## config.mk

```make
export PLATFORM = sky130hd
export DESIGN_NAME = ov7670_frame_capture
export DESIGN_NICKNAME = d
export VERILOG_FILES = /design/src/rtl/ov7670_capture_pkg.sv /design/src/rtl/rgb_to_rgb332.sv /design/src/rtl/ov7670_frame_capture.sv
export SDC_FILE = /design/constraint.sdc
export NUM_CORES = 1
export LEC_CHECK = 0
export CAP_MARGIN = 15
export CORE_MARGIN = 8
export CORE_UTILIZATION = 40
export CTS_BUF_LIST = sky130_fd_sc_hd__clkbuf_2
export CTS_CLUSTER_DIAMETER = 150
export DETAILED_ROUTE_END_ITERATION = 12
export PLACE_DENSITY = 0.6
export SYNTH_ARGS = -nofsm -noshare
export SYNTH_HDL_FRONTEND = slang
export SYNTH_HIERARCHICAL = 1
export SYNTH_SLANG_ARGS = --single-unit
```

## constraint.sdc

```tcl
create_clock -name CLOCK -period 6.9 [get_ports CLOCK]
set_clock_uncertainty 0.2 [all_clocks]
set_input_delay 2.07 -clock CLOCK [delete_from_list [all_inputs] [get_ports CLOCK]]
set_output_delay 2.07 -clock CLOCK [all_outputs]
set_load 0.05 [all_outputs]
```

## src/rtl/ov7670_capture_pkg.sv

```systemverilog
// Shared definitions for the OV7670 capture block: input format codes,
// capture FSM encoding and a few RGB332 reference colours.
package ov7670_capture_pkg;

  localparam logic [1:0] FMT_RGB565 = 2'd0;
  localparam logic [1:0] FMT_RGB555 = 2'd1;
  localparam logic [1:0] FMT_RGB444 = 2'd2;

  typedef enum logic [1:0] {
    S_IDLE    = 2'd0,
    S_WAIT_VS = 2'd1,
    S_FRAME   = 2'd2,
    S_DONE    = 2'd3
  } state_t;

  localparam logic [7:0] RGB332_RED   = 8'hE0;
  localparam logic [7:0] RGB332_GREEN = 8'h1C;
  localparam logic [7:0] RGB332_BLUE  = 8'h03;

endpackage

```

## src/rtl/rgb_to_rgb332.sv

```systemverilog
// Combinational repack of one camera pixel (two bytes) into RGB332.
// The two LSBs of the second byte never reach the output, so they are not ported.
module rgb_to_rgb332
  import ov7670_capture_pkg::*;
(
  input  logic [7:0] hi_i,
  input  logic [7:2] lo_i,
  input  logic [1:0] fmt_i,
  output logic [7:0] rgb_o
);

  function automatic logic [7:0] pack332(input logic [7:0] hi, input logic [7:2] lo,
                                         input logic [1:0] fmt);
    case (fmt)
      FMT_RGB555: return {hi[6:4], hi[1:0], lo[7], lo[4:3]};
      FMT_RGB444: return {hi[3:1], lo[7:5], lo[3:2]};
      default:    return {hi[7:5], hi[2:0], lo[4:3]};
    endcase
  endfunction

  assign rgb_o = pack332(hi_i, lo_i, fmt_i);

endmodule

```

## src/rtl/ov7670_frame_capture.sv

```systemverilog
// OV7670 byte-stream capture: pairs bytes into pixels, decimates/clips to the
// stored image size and emits a linear frame-buffer write port plus frame stats.
module ov7670_frame_capture
  import ov7670_capture_pkg::*;
#(
  parameter int IMG_WIDTH  = 176,
  parameter int IMG_HEIGHT = 120,
  parameter int ADDR_W     = 15,
  parameter int DECIM_X    = 1,
  parameter int DECIM_Y    = 1
) (
  input  logic              CLOCK,
  input  logic              RESET_N,
  input  logic [7:0]        CAM_DATA,
  input  logic              CAM_HREF,
  input  logic              CAM_VSYNC,
  input  logic [1:0]        IN_FMT,
  input  logic              CONTINUOUS,
  input  logic              ARM,
  output logic              WR_EN,
  output logic [ADDR_W-1:0] WR_ADDR,
  output logic [7:0]        WR_DATA,
  output logic              FRAME_DONE,
  output logic              BUSY,
  output logic [ADDR_W:0]   FRAME_PIXELS,
  output logic [7:0]        FRAME_CNT,
  output logic              ERR_ODD_LINE
);

  localparam int COL_W = $clog2(IMG_WIDTH + 1);
  localparam int ROW_W = $clog2(IMG_HEIGHT + 1);
  localparam logic [COL_W-1:0]  WIDTH_C  = COL_W'(IMG_WIDTH);
  localparam logic [ROW_W-1:0]  HEIGHT_C = ROW_W'(IMG_HEIGHT);
  localparam logic [ADDR_W-1:0] ROW_STEP = ADDR_W'(IMG_WIDTH);
  localparam logic [3:0]        XLAST    = 4'(DECIM_X - 1);
  localparam logic [3:0]        YLAST    = 4'(DECIM_Y - 1);

  state_t            state_q;
  logic [7:0]        data_p0_q, hi_q;
  logic              href_p0_q, vsync_p0_q, href_p1_q, vsync_p1_q;
  logic              phase_q;
  logic [1:0]        fmt_q;
  logic [3:0]        xcnt_q, ycnt_q;
  logic [COL_W-1:0]  col_q;
  logic [ROW_W-1:0]  row_q;
  logic [ADDR_W-1:0] base_q, wr_addr_q;
  logic [ADDR_W:0]   pix_cnt_q, frame_pix_q;
  logic              wr_en_q, done_q, busy_q, err_q;
  logic [7:0]        wr_data_q, frame_cnt_q;
  logic [7:0]        rgb_d;

  logic vs_fall, vs_rise, href_fall, keep_px;
  assign vs_fall   = vsync_p1_q & ~vsync_p0_q;
  assign vs_rise   = ~vsync_p1_q & vsync_p0_q;
  assign href_fall = href_p1_q & ~href_p0_q;
  assign keep_px   = (xcnt_q == '0) && (ycnt_q == '0) && (col_q < WIDTH_C) && (row_q < HEIGHT_C);

  // Stage p0: pin capture; the high byte is held once the phase flips to LO.
  always_ff @(posedge CLOCK) begin
    data_p0_q <= CAM_DATA;
    if (!phase_q) hi_q <= data_p0_q;
  end

  rgb_to_rgb332 u_conv (
    .hi_i  (hi_q),
    .lo_i  (data_p0_q[7:2]),
    .fmt_i (fmt_q),
    .rgb_o (rgb_d)
  );

  // Stage p1: frame FSM, pairing, decimation and the registered write port.
  always_ff @(posedge CLOCK or negedge RESET_N) begin
    if (!RESET_N) begin
      state_q     <= S_WAIT_VS;
      href_p0_q   <= 1'b0;
      vsync_p0_q  <= 1'b0;
      href_p1_q   <= 1'b0;
      vsync_p1_q  <= 1'b0;
      phase_q     <= 1'b0;
      fmt_q       <= FMT_RGB565;
      xcnt_q      <= '0;
      ycnt_q      <= '0;
      col_q       <= '0;
      row_q       <= '0;
      base_q      <= '0;
      pix_cnt_q   <= '0;
      wr_en_q     <= 1'b0;
      wr_addr_q   <= '0;
      wr_data_q   <= '0;
      done_q      <= 1'b0;
      busy_q      <= 1'b0;
      frame_pix_q <= '0;
      frame_cnt_q <= '0;
      err_q       <= 1'b0;
    end else begin
      href_p0_q  <= CAM_HREF;
      vsync_p0_q <= CAM_VSYNC;
      href_p1_q  <= href_p0_q;
      vsync_p1_q <= vsync_p0_q;
      wr_en_q    <= 1'b0;
      done_q     <= 1'b0;
      if (ARM && !busy_q) err_q <= 1'b0;
      case (state_q)
        S_IDLE: begin
          if (ARM || CONTINUOUS) state_q <= S_WAIT_VS;
        end
        S_WAIT_VS: begin
          if (vs_fall) begin
            state_q   <= S_FRAME;
            busy_q    <= 1'b1;
            fmt_q     <= IN_FMT;
            phase_q   <= 1'b0;
            xcnt_q    <= '0;
            ycnt_q    <= '0;
            col_q     <= '0;
            row_q     <= '0;
            base_q    <= '0;
            pix_cnt_q <= '0;
          end
        end
        S_FRAME: begin
          if (vs_rise) begin
            if (phase_q) err_q <= 1'b1;
            phase_q     <= 1'b0;
            state_q     <= S_DONE;
            busy_q      <= 1'b0;
            done_q      <= 1'b1;
            frame_pix_q <= pix_cnt_q;
            frame_cnt_q <= frame_cnt_q + 8'd1;
          end else if (href_fall) begin
            if (phase_q) err_q <= 1'b1;
            phase_q <= 1'b0;
            xcnt_q  <= '0;
            col_q   <= '0;
            ycnt_q  <= (ycnt_q == YLAST) ? 4'd0 : ycnt_q + 4'd1;
            if ((ycnt_q == '0) && (row_q < HEIGHT_C)) begin
              row_q  <= row_q + 1'b1;
              base_q <= base_q + ROW_STEP;
            end
          end else if (href_p0_q) begin
            phase_q <= ~phase_q;
            if (phase_q) begin
              xcnt_q <= (xcnt_q == XLAST) ? 4'd0 : xcnt_q + 4'd1;
              if (keep_px) begin
                wr_en_q   <= 1'b1;
                wr_addr_q <= base_q + ADDR_W'(col_q);
                wr_data_q <= rgb_d;
                col_q     <= col_q + 1'b1;
                pix_cnt_q <= pix_cnt_q + 1'b1;
              end
            end
          end
        end
        S_DONE: begin
          state_q <= CONTINUOUS ? S_WAIT_VS : S_IDLE;
        end
        default: state_q <= S_WAIT_VS;
      endcase
    end
  end

  assign WR_EN        = wr_en_q;
  assign WR_ADDR      = wr_addr_q;
  assign WR_DATA      = wr_data_q;
  assign FRAME_DONE   = done_q;
  assign BUSY         = busy_q;
  assign FRAME_PIXELS = frame_pix_q;
  assign FRAME_CNT    = frame_cnt_q;
  assign ERR_ODD_LINE = err_q;

endmodule

```

[After elaboration in Yosys (flattened, before gate mapping)]
Index checks and enable logic that the tools add are counted.
Operators by class
  multiplexer cells: 62
  $lt $le $gt $ge: 2
  bitwise logic cells: 9
  equality and inequality tests: 19
  reductions and logical operators: 22
  add/sub/neg operators: 8
Operators with widths (count)
  16-bit 2-to-1 mux: 6
  15-bit 2-to-1 mux: 4
  8-bit 2-to-1 mux: 6
  4-bit 2-to-1 mux: 9
  16-bit case mux with 2 select lines: 1
  8-bit case mux with 2 select lines: 2
  15-bit case mux with 2 select lines: 1
  7-bit 2-to-1 mux: 4
  1-bit 2-to-1 mux: 20
  2-bit != test, second input constant: 10
  16-bit by 1-bit adder with 16-bit output, second input constant: 1
  8-bit by 1-bit adder with 8-bit output, second input constant: 2
  4-bit case mux with 2 select lines: 2
  15-bit by 8-bit adder with 15-bit output: 1
  15-bit by 8-bit adder with 15-bit output, second input constant: 1
  7-bit case mux with 2 select lines: 1
  6-bit AND reduction: 2
  5-bit AND reduction: 2
  3-bit != test, second input constant: 3
  3-bit AND reduction: 3
  4-bit by 1-bit adder with 4-bit output, second input constant: 2
  4-bit logical NOT: 2
  8-bit < comparator, second input constant: 1
  2-bit case mux with 4 select lines: 1
  17 further kinds: 35
Word-level totals
  output and inout port bits: 51
  bits in registers: 130
  bits of input ports: 16

[Depth between registers and ports, before layout]
Gate-level depths: netlist of the first run.
  word-level depth: 10
  mapped depth: 9
  gate-level depth less buffers: 7

[Cells and area by module]
Netlist of the first run, hierarchy kept.
Modules (own cells, without submodules)
  ov7670_frame_capture: area each 5716.7 sq um, seq. area each 3154.3 sq um, cells an instance 509, times used 1
  rgb_to_rgb332: area each 165.2 sq um, seq. area each 0.0 sq um, cells an instance 27, times used 1

[Worst setup path after synthesis of the first run]
No wires, ideal clock.
  kind: input to register
  from: input port CONTINUOUS
  to: register state_q[1]
  arrival: 2.774 ns
  stages on the path: 2
  path buffers: 0
  slack: 3.802 ns
  cell sequence: o32ai_1 -> mux2_2
Between the ends
  cells in the longest elaborated chain, start to end: 3
RTL lines
  start, declared: RTL line ov7670_frame_capture.sv:18  | input logic CONTINUOUS,
  1-bit logical OR: RTL line ov7670_frame_capture.sv:105  | if (ARM || CONTINUOUS) state_q <= S_WAIT_VS;
  2-bit != test (no line)
  3-bit AND reduction (no line)
  end signal, assigned: RTL line ov7670_frame_capture.sv:155  | state_q <= CONTINUOUS ? S_WAIT_VS : S_IDLE;
  end, declared: RTL line ov7670_frame_capture.sv:38  | state_t state_q;
No other way between the ends.
A chain may end at the register's enable or synchronous reset.

[Worst setup path after layout of the first run]
  from: register frame_cnt_q[0], in the netlist FRAME_CNT[0]
  to: output port FRAME_CNT[0]
RTL lines
  start, declared: RTL line ov7670_frame_capture.sv:49  | logic [7:0] wr_data_q, frame_cnt_q;
  start signal, assigned: RTL line ov7670_frame_capture.sv:129  | frame_cnt_q <= frame_cnt_q + 8'd1;
  end, declared: RTL line ov7670_frame_capture.sv:26  | output logic [7:0] FRAME_CNT,
No word-level cell between the ends.

==> out/results.txt, run 1 <==
dpl hpwl: 8.479 mm
fillcell total: 1314
synth cell count leaders: 109 x dfrtp_1, 43 x nand2_1, 36 x mux2_2
Clk pwr share: 0.187
ys async rst share: 0.8730
xor and xnor fraction of the mapped netlist area: 0.04616
count leader, synth: dfrtp_1
Initial Util: 0.4062
routed len/inst: 15.13 um
Net Count, Synth: 572
Distinct cells, synth: 63
Placer Congestion: 0.7653
crit path buf inv count: 1
Layout Utilization: 0.4774
P_int: 1.277 mW
port buffer count: 66
CTS tree: done
routed vias: 4230
delay-heaviest family, CP: buffers and inverters
number of flops mapped to enable cells by yosys: 8
Critical Path AT: 2.01 ns
post-synthesis simple-gate area fraction: 0.1655
Critical Path, Cell by Cell: clkdlybuf4s50_1
Seq/Total Area, Yosys: 0.5363
Yosys top cell by area: dfrtp_1
Ys Warns: 6
Die Span Y: 137.3 um
Synth Area in Compound Gates: 0.1104
Top FF cell, synth: dfrtp_1
MaxCap Viol Count: 0
first-pass GRT wire length: 20.66 mm
Period minus WS final: 4.282 ns
share of cells above drive strength 1: 0.1319
Synth Area in Adders: 0.04254
Max Clk Rate: 233.5 MHz
Congestion Overflow GR: 0
1st-iter DRT viols: 283
largest net degree at the start of global routing: 66
Mapped Area: 5882 um2
Tightest Pin Transition: 1.022 ns
setup bufs post-CTS: 0
nets@finish: 637
H-tree depth: 4
required time of the critical path: 4.63 ns
largest family of logic cells by synthesized area: simple AND/OR/NAND/NOR gates
switching part of the total power: 0.4297
syn avg cell area: 10.97 um2
synth top area cells: dfrtp_1 46%, mux2_2 6.9%, ha_1 4.3%, edfxtp_1 4.1%, xnor2_1 3.6%
Hold Path Class: flip-flop to flip-flop
Seq pwr share: 0.433
switching power: 0.9623 mW
final hold violations: 0
Tot GR Track Use: 0.1379
Combinational Power Share: 0.380
setup violators final: 0
kind of critical path: flip-flop to output port
flops & latches, synth: 126
cts repair resizes: 0
Core Rows: 44
CTS Root Cell: clkbuf_2
total core area: 14480 um2
setup_tns: 0 ns
DRC violations left: 0
Die Footprint: 18840 um2
# IOs: 67
Startpoint Class: flip-flop
Layout area overhead: 17.51%
cell area after placement: 6695 um2
worst-path fanout max: 6
vias per cell: 5.294
worst slew margin relative to its limit: 0.3185
Longest Clk Path Bufs: 2
status: completed
fin crit share: 0.6206
WHS: 0.2360 ns
post-synthesis mux area share: 0.07062
initial antenna violation count: 1
Routed Antenna Nets: 0
Final Max Slew Viols: 0
VDD IR-drop max: 0.2576 mV
Power Density: 324.0 nW/um2
clock latency on the worst-skew pair: 0.69 ns
crit-path max cell delay: 0.84 ns
P_leak: 3.011 nW
Horiz. Die Dim: 137.3 um
Routed WL: 12.09 mm
TritonCTS Buffers: 17
share of the synthesized area in the top cell type: 0.4637
finished layout cell area: 6912 um2
cell count after synthesis: 536
# hold bufs at CTS: 0
Critical Path Sink Type: output port
clock-pin slew on the worst setup and hold paths: 0.21 ns
Clock Sinks: 126
Initial DRT Pass Iterations: 5
RSZ-0062 raised after global routing: no
Slowest-stage cell, CP: clkdlybuf4s50_1
number of global-route vias before repair: 4293
-- per-stage QoR --
stage,setup slack (ns),std cells,power (mW)
final,2.618,799,2.240
after CTS,2.498,798,2.281
after global placement,3.325,766,1.829
after detailed placement,3.273,766,1.848
after global routing,2.479,799,2.400
after floorplan,3.802,536,1.590
-- flip-flops by register name, indices dropped and copies added, names as in the netlist, 2 cells and up --
name and flops:
hi_q 8, FRAME_PIXELS 16, col_q 8, pix_cnt_q 16
FRAME_CNT 8, fmt_q 2, ycnt_q 4, xcnt_q 4
row_q 7, data_p0_q 8, state_q 2, WR_ADDR 15
base_q 11, WR_DATA 8
-- layer usage --
metal  up-vias  track usage  wire [um]
met1      2067       0.1720       5645
met5         -            0          0
met4         0      0.06820        251
met2        71       0.2212       5835
met3        19      0.03136        357
li1       2073            -          -
-- layout make-up --
cell class                      instances  area [um2]  area share
Antenna cell                            1       2.502   0.0003621
Clock buffer                           17       85.08     0.01231
Clock inverter                         15       128.9     0.01865
Inverter                               17       63.81    0.009232
Multi-Input combinational cell        370        2566      0.3713
Sequential cell                       126        3154      0.4564
Tap cell                              184       230.2     0.03331
Timing Repair Buffer                   69       680.7     0.09848
-- kinds of logic (layout without fill, tap and decap cells) --
group                      Yosys count  after routing
AOI/OAI and AO/OA                  101            101
and+or+nand+nor                    181            181
xor gates and xnor gates            31             31
muxes                               37             37
other                                0              1
DFF                                126            126
buffers and inverters               40            118
adders and majority gates           20             20
-- worst paths after layout --
| kind | slack, ns | endpoint | startpoint | cells past startpoint |
|---|---|---|---|---|
| max | 2.62 | FRAME_CNT[0] | FRAME_CNT[0]$_DFFE_PN0P_ | 1 |
| min | 0.24 | hi_q[0]$_DFFE_PN_ | data_p0_q[0]$_DFF_P_ | 0 |
| max reg2reg | 3.74 | base_q[14]$_DFFE_PN0P_ | state_q[0]$_DFFE_PN1P_ | 7 |
| min reg2reg | 0.24 | hi_q[0]$_DFFE_PN_ | data_p0_q[0]$_DFF_P_ | 0 |
| max in group asynchronous | 4.13 | FRAME_PIXELS[5]$_DFFE_PN0P_ | RESET_N | 2 |
| min in group asynchronous | 1.24 | WR_ADDR[9]$_DFFE_PN0P_ | RESET_N | 1 |
-- cells in the final DEF (no fill, tap or decap), types with 3 or more instances in the layout --
cell type	count
nand4b_1	3
clkbuf_2	17
xnor2_1	24
buf_4	4
o31ai_1	6
nand2_1	43
a22oi_1	6
nand3_1	23
xor2_1	7
o211ai_1	6
nor2b_1	5
edfxtp_1	8
nand4_1	15
inv_1	17
mux2_2	36
o21ai_1	6
and4_1	3
clkdlybuf4s50_1	65
dfrtp_1	109
and3_1	9
dfxtp_1	8
nor4_1	13
or3_1	6
o21ai_0	28
a22o_1	3
o21a_1	4
nor2_1	30
and2_1	4
a21oi_1	23
inv_6	8
ha_1	20
nand2b_1	7
or4_1	6
clkinv_4	5
-- worst reg2reg max path: cells and delay by family (launching register included) --
| kind | cells | cell delay [ns] |
|---|---|---|
| compound gates | 2 | 0.60 |
| fa+ha+maj | 1 | 0.52 |
| buf+inv | 1 | 0.13 |
| simple gates | 3 | 1.22 |
| flops | 1 | 0.43 |
-- power by group through the flow --
stage	sequential [mW]	combinational, mW	clock [mW]
after floorplan	1.16	0.425	0
after global placement	0.983	0.846	0
after detailed placement	0.988	0.860	0
after CTS	0.974	0.864	0.444
after global routing	0.993	0.933	0.474
final	0.971	0.851	0.418
Note: power is estimated with default switching activity, not from simulation.
==> run 2, diff against run 1 <==
Settings changed: PLACE_DENSITY 0.6 to 0.62.
Clock period 6.9 ns to 3.5 ns, I/O delays scaled along.
==> out/results.txt, run 2 (synthesis results as in run 1) <==
Startpoint Class: flip-flop (unchanged)
clock-pin slew on the worst setup and hold paths: 0.21 ns (about the same)
TritonCTS Buffers: 17 (unchanged)
# IOs: 67 (unchanged)
final hold violations: 0 (unchanged)
nets@finish: 641 (was 637)
most frequent cells in the layout: 109 x dfrtp_1, 65 x clkdlybuf4s50_1, 43 x nand2_1 (unchanged)
initial antenna violation count: 1 (unchanged)
status: completed (unchanged)
worst-path fanout max: 6 (unchanged)
Tot GR Track Use: 0.1387 (was 0.1379)
first-pass GRT wire length: 20.75 mm (was 20.66 mm)
1st-iter DRT viols: 337 (was 283)
met2 Use GR: 0.2236 (was 0.2212)
Final Max Slew Viols: 0 (unchanged)
setup bufs post-CTS: 0 (unchanged)
Initial DRT Pass Iterations: 7 (was 5)
Critical Path, Cell by Cell: clkdlybuf4s50_1 (unchanged)
Critical Path Sink Type: output port (unchanged)
Die Span Y: 137.3 um (unchanged)
Routed Antenna Nets: 0 (unchanged)
Crit path depth: 1 (unchanged)
H-tree depth: 4 (unchanged)
MaxCap Viol Count: 0 (unchanged)
Initial Util: 0.4062 (unchanged)
Routed WL: 12.23 mm (was 12.09 mm)
number of global-route vias before repair: 4298 (was 4293)
reg2reg setup slack: 0.58 ns (was 3.74 ns)
routed vias: 4233 (was 4230)
met3 Use GR: 0.03647 (was 0.03136)
Max Clk Rate: 303.5 MHz
crit path buf inv count: 1 (unchanged)
Longest Clk Path Bufs: 2 (unchanged)
Hold Path Class: primary input to asynchronous set/reset pin (was flip-flop to flip-flop)
fin crit share: 0.9416
Congestion Overflow GR: 0 (unchanged)
Clock Sinks: 126 (unchanged)
total core area: 14480 um2 (unchanged)
VDD IR-drop max: 0.3374 mV (was 0.2576 mV)
Tightest Pin Transition: 0.6552 ns (was 1.022 ns)
worst slew margin relative to its limit: 0.5632 (was 0.3185)
crit-path max cell delay: 0.84 ns (about the same)
routed len/inst: 15.23 um (was 15.13 um)
vias per cell: 5.271 (was 5.294)
commonest non-fill, non-tap cell in the layout: dfrtp_1 (unchanged)
Core Rows: 44 (unchanged)
Worst R2R Path Depth: 7 (unchanged)
Horiz. Die Dim: 137.3 um (unchanged)
kind of critical path: flip-flop to output port (unchanged)
port buffer count: 66 (unchanged)
met1 GRT Util: 0.1684 (was 0.1720)
dpl hpwl: 8.785 mm (was 8.479 mm)
total power: 4.606 mW (was 2.240 mW)
RSZ-0062 raised after global routing: no (unchanged)
share of cells above drive strength 1: 0.1375 (was 0.1319)
Die Footprint: 18840 um2 (unchanged)
clock latency on the worst-skew pair: 0.71 ns (was 0.69 ns)
GR peak layer: met2 (unchanged)
CTS Root Cell: clkbuf_2 (unchanged)
setup violators final: 0 (unchanged)
Period minus WS final: 3.295 ns
Slowest-stage cell, CP: clkdlybuf4s50_1 (unchanged)
DRC violations left: 0 (unchanged)
cts repair resizes: 0 (unchanged)
delay-heaviest family, CP: buffers and inverters (unchanged)
fillcell total: 1357 (was 1314)
# hold bufs at CTS: 0 (unchanged)
setup_tns: 0 ns (unchanged)
Critical Path AT: 2.05 ns (was 2.01 ns)
Setup crit start: FRAME_CNT[0]$_DFFE_PN0P_ (unchanged)
P_leak: 3.060 nW (was 3.011 nW)
CTS tree: done (unchanged)
largest net degree at the start of global routing: 48 (was 66)
Placer Congestion: 0.8346 (was 0.7653)
Layout Utilization: 0.4841 (was 0.4774)
required time of the critical path: 2.25 ns (was 4.63 ns)
Power Density: 657.1 nW/um2 (was 324.0 nW/um2)
Layout area overhead: 19.17% (was 17.51%)
Critical R2R Launch: state_q[0]$_DFFE_PN1P_ (unchanged)
-- run 2: power breakdown --
part	internal [mW]	switching (mW)	total (mW)
clock	0.410	0.590	1.00
sequential	1.71	0.206	1.92
combinational	0.610	1.08	1.69
total	2.73	1.87	4.61
-- run 2: worst paths after layout --
path / to
worst max-delay path: FRAME_CNT[0]
worst min-delay path: WR_ADDR[11]$_DFFE_PN0P_
min in group CLOCK: hi_q[0]$_DFFE_PN_
max in group asynchronous: state_q[0]$_DFFE_PN1P_
worst max register to register: ycnt_q[3]$_DFFE_PN0P_
worst min register to register: hi_q[0]$_DFFE_PN_
-- run 2: stage by stage --
| stage | cells | setup slack, ns | cell area [um2] | hold WS [ns] |
|---|---|---|---|---|
| global route | 803 | 0.02149 | 7009 | 0.06648 |
| CTS | 802 | 0.1054 | 7007 | 0.07002 |
| detailed placement | 770 | 0.6128 | 6738 | 0.1987 |
| finish | 803 | 0.2046 | 7009 | 0.1233 |
| global placement | 770 | 0.7217 | 6738 | 0.1945 |
| floorplan | 536 | 1.084 | 5882 | 0.1855 |
-- run 2: area by class of cell --
| type | instances | area, um2 | area share |
|---|---|---|---|
| clock buffer | 17 | 85.08 | 0.01214 |
| multi-input combinational | 370 | 2566 | 0.3661 |
| antenna | 1 | 2.502 | 0.0003570 |
| sequential | 126 | 3154 | 0.4500 |
| tap | 184 | 230.2 | 0.03285 |
| clock inverter | 15 | 183.9 | 0.02624 |
| timing repair buffer | 73 | 723.2 | 0.1032 |
| inverter | 17 | 63.81 | 0.009104 |
-- run 2: per-layer routing --
layer / share of wire / vias up
met4: 0.018 / 0
met5: 0 / -
met3: 0.037 / 21
met1: 0.45 / 2062
met2: 0.49 / 68
li1: - / 2082
==> run 3, diff against run 2 <==
Settings changed: SKIP_CTS_REPAIR_TIMING from default to 1, SKIP_LAST_GASP from default to 1.
==> results of run 3 <==
Same layout as run 2: the final DEF is identical, and so are final timing and power.
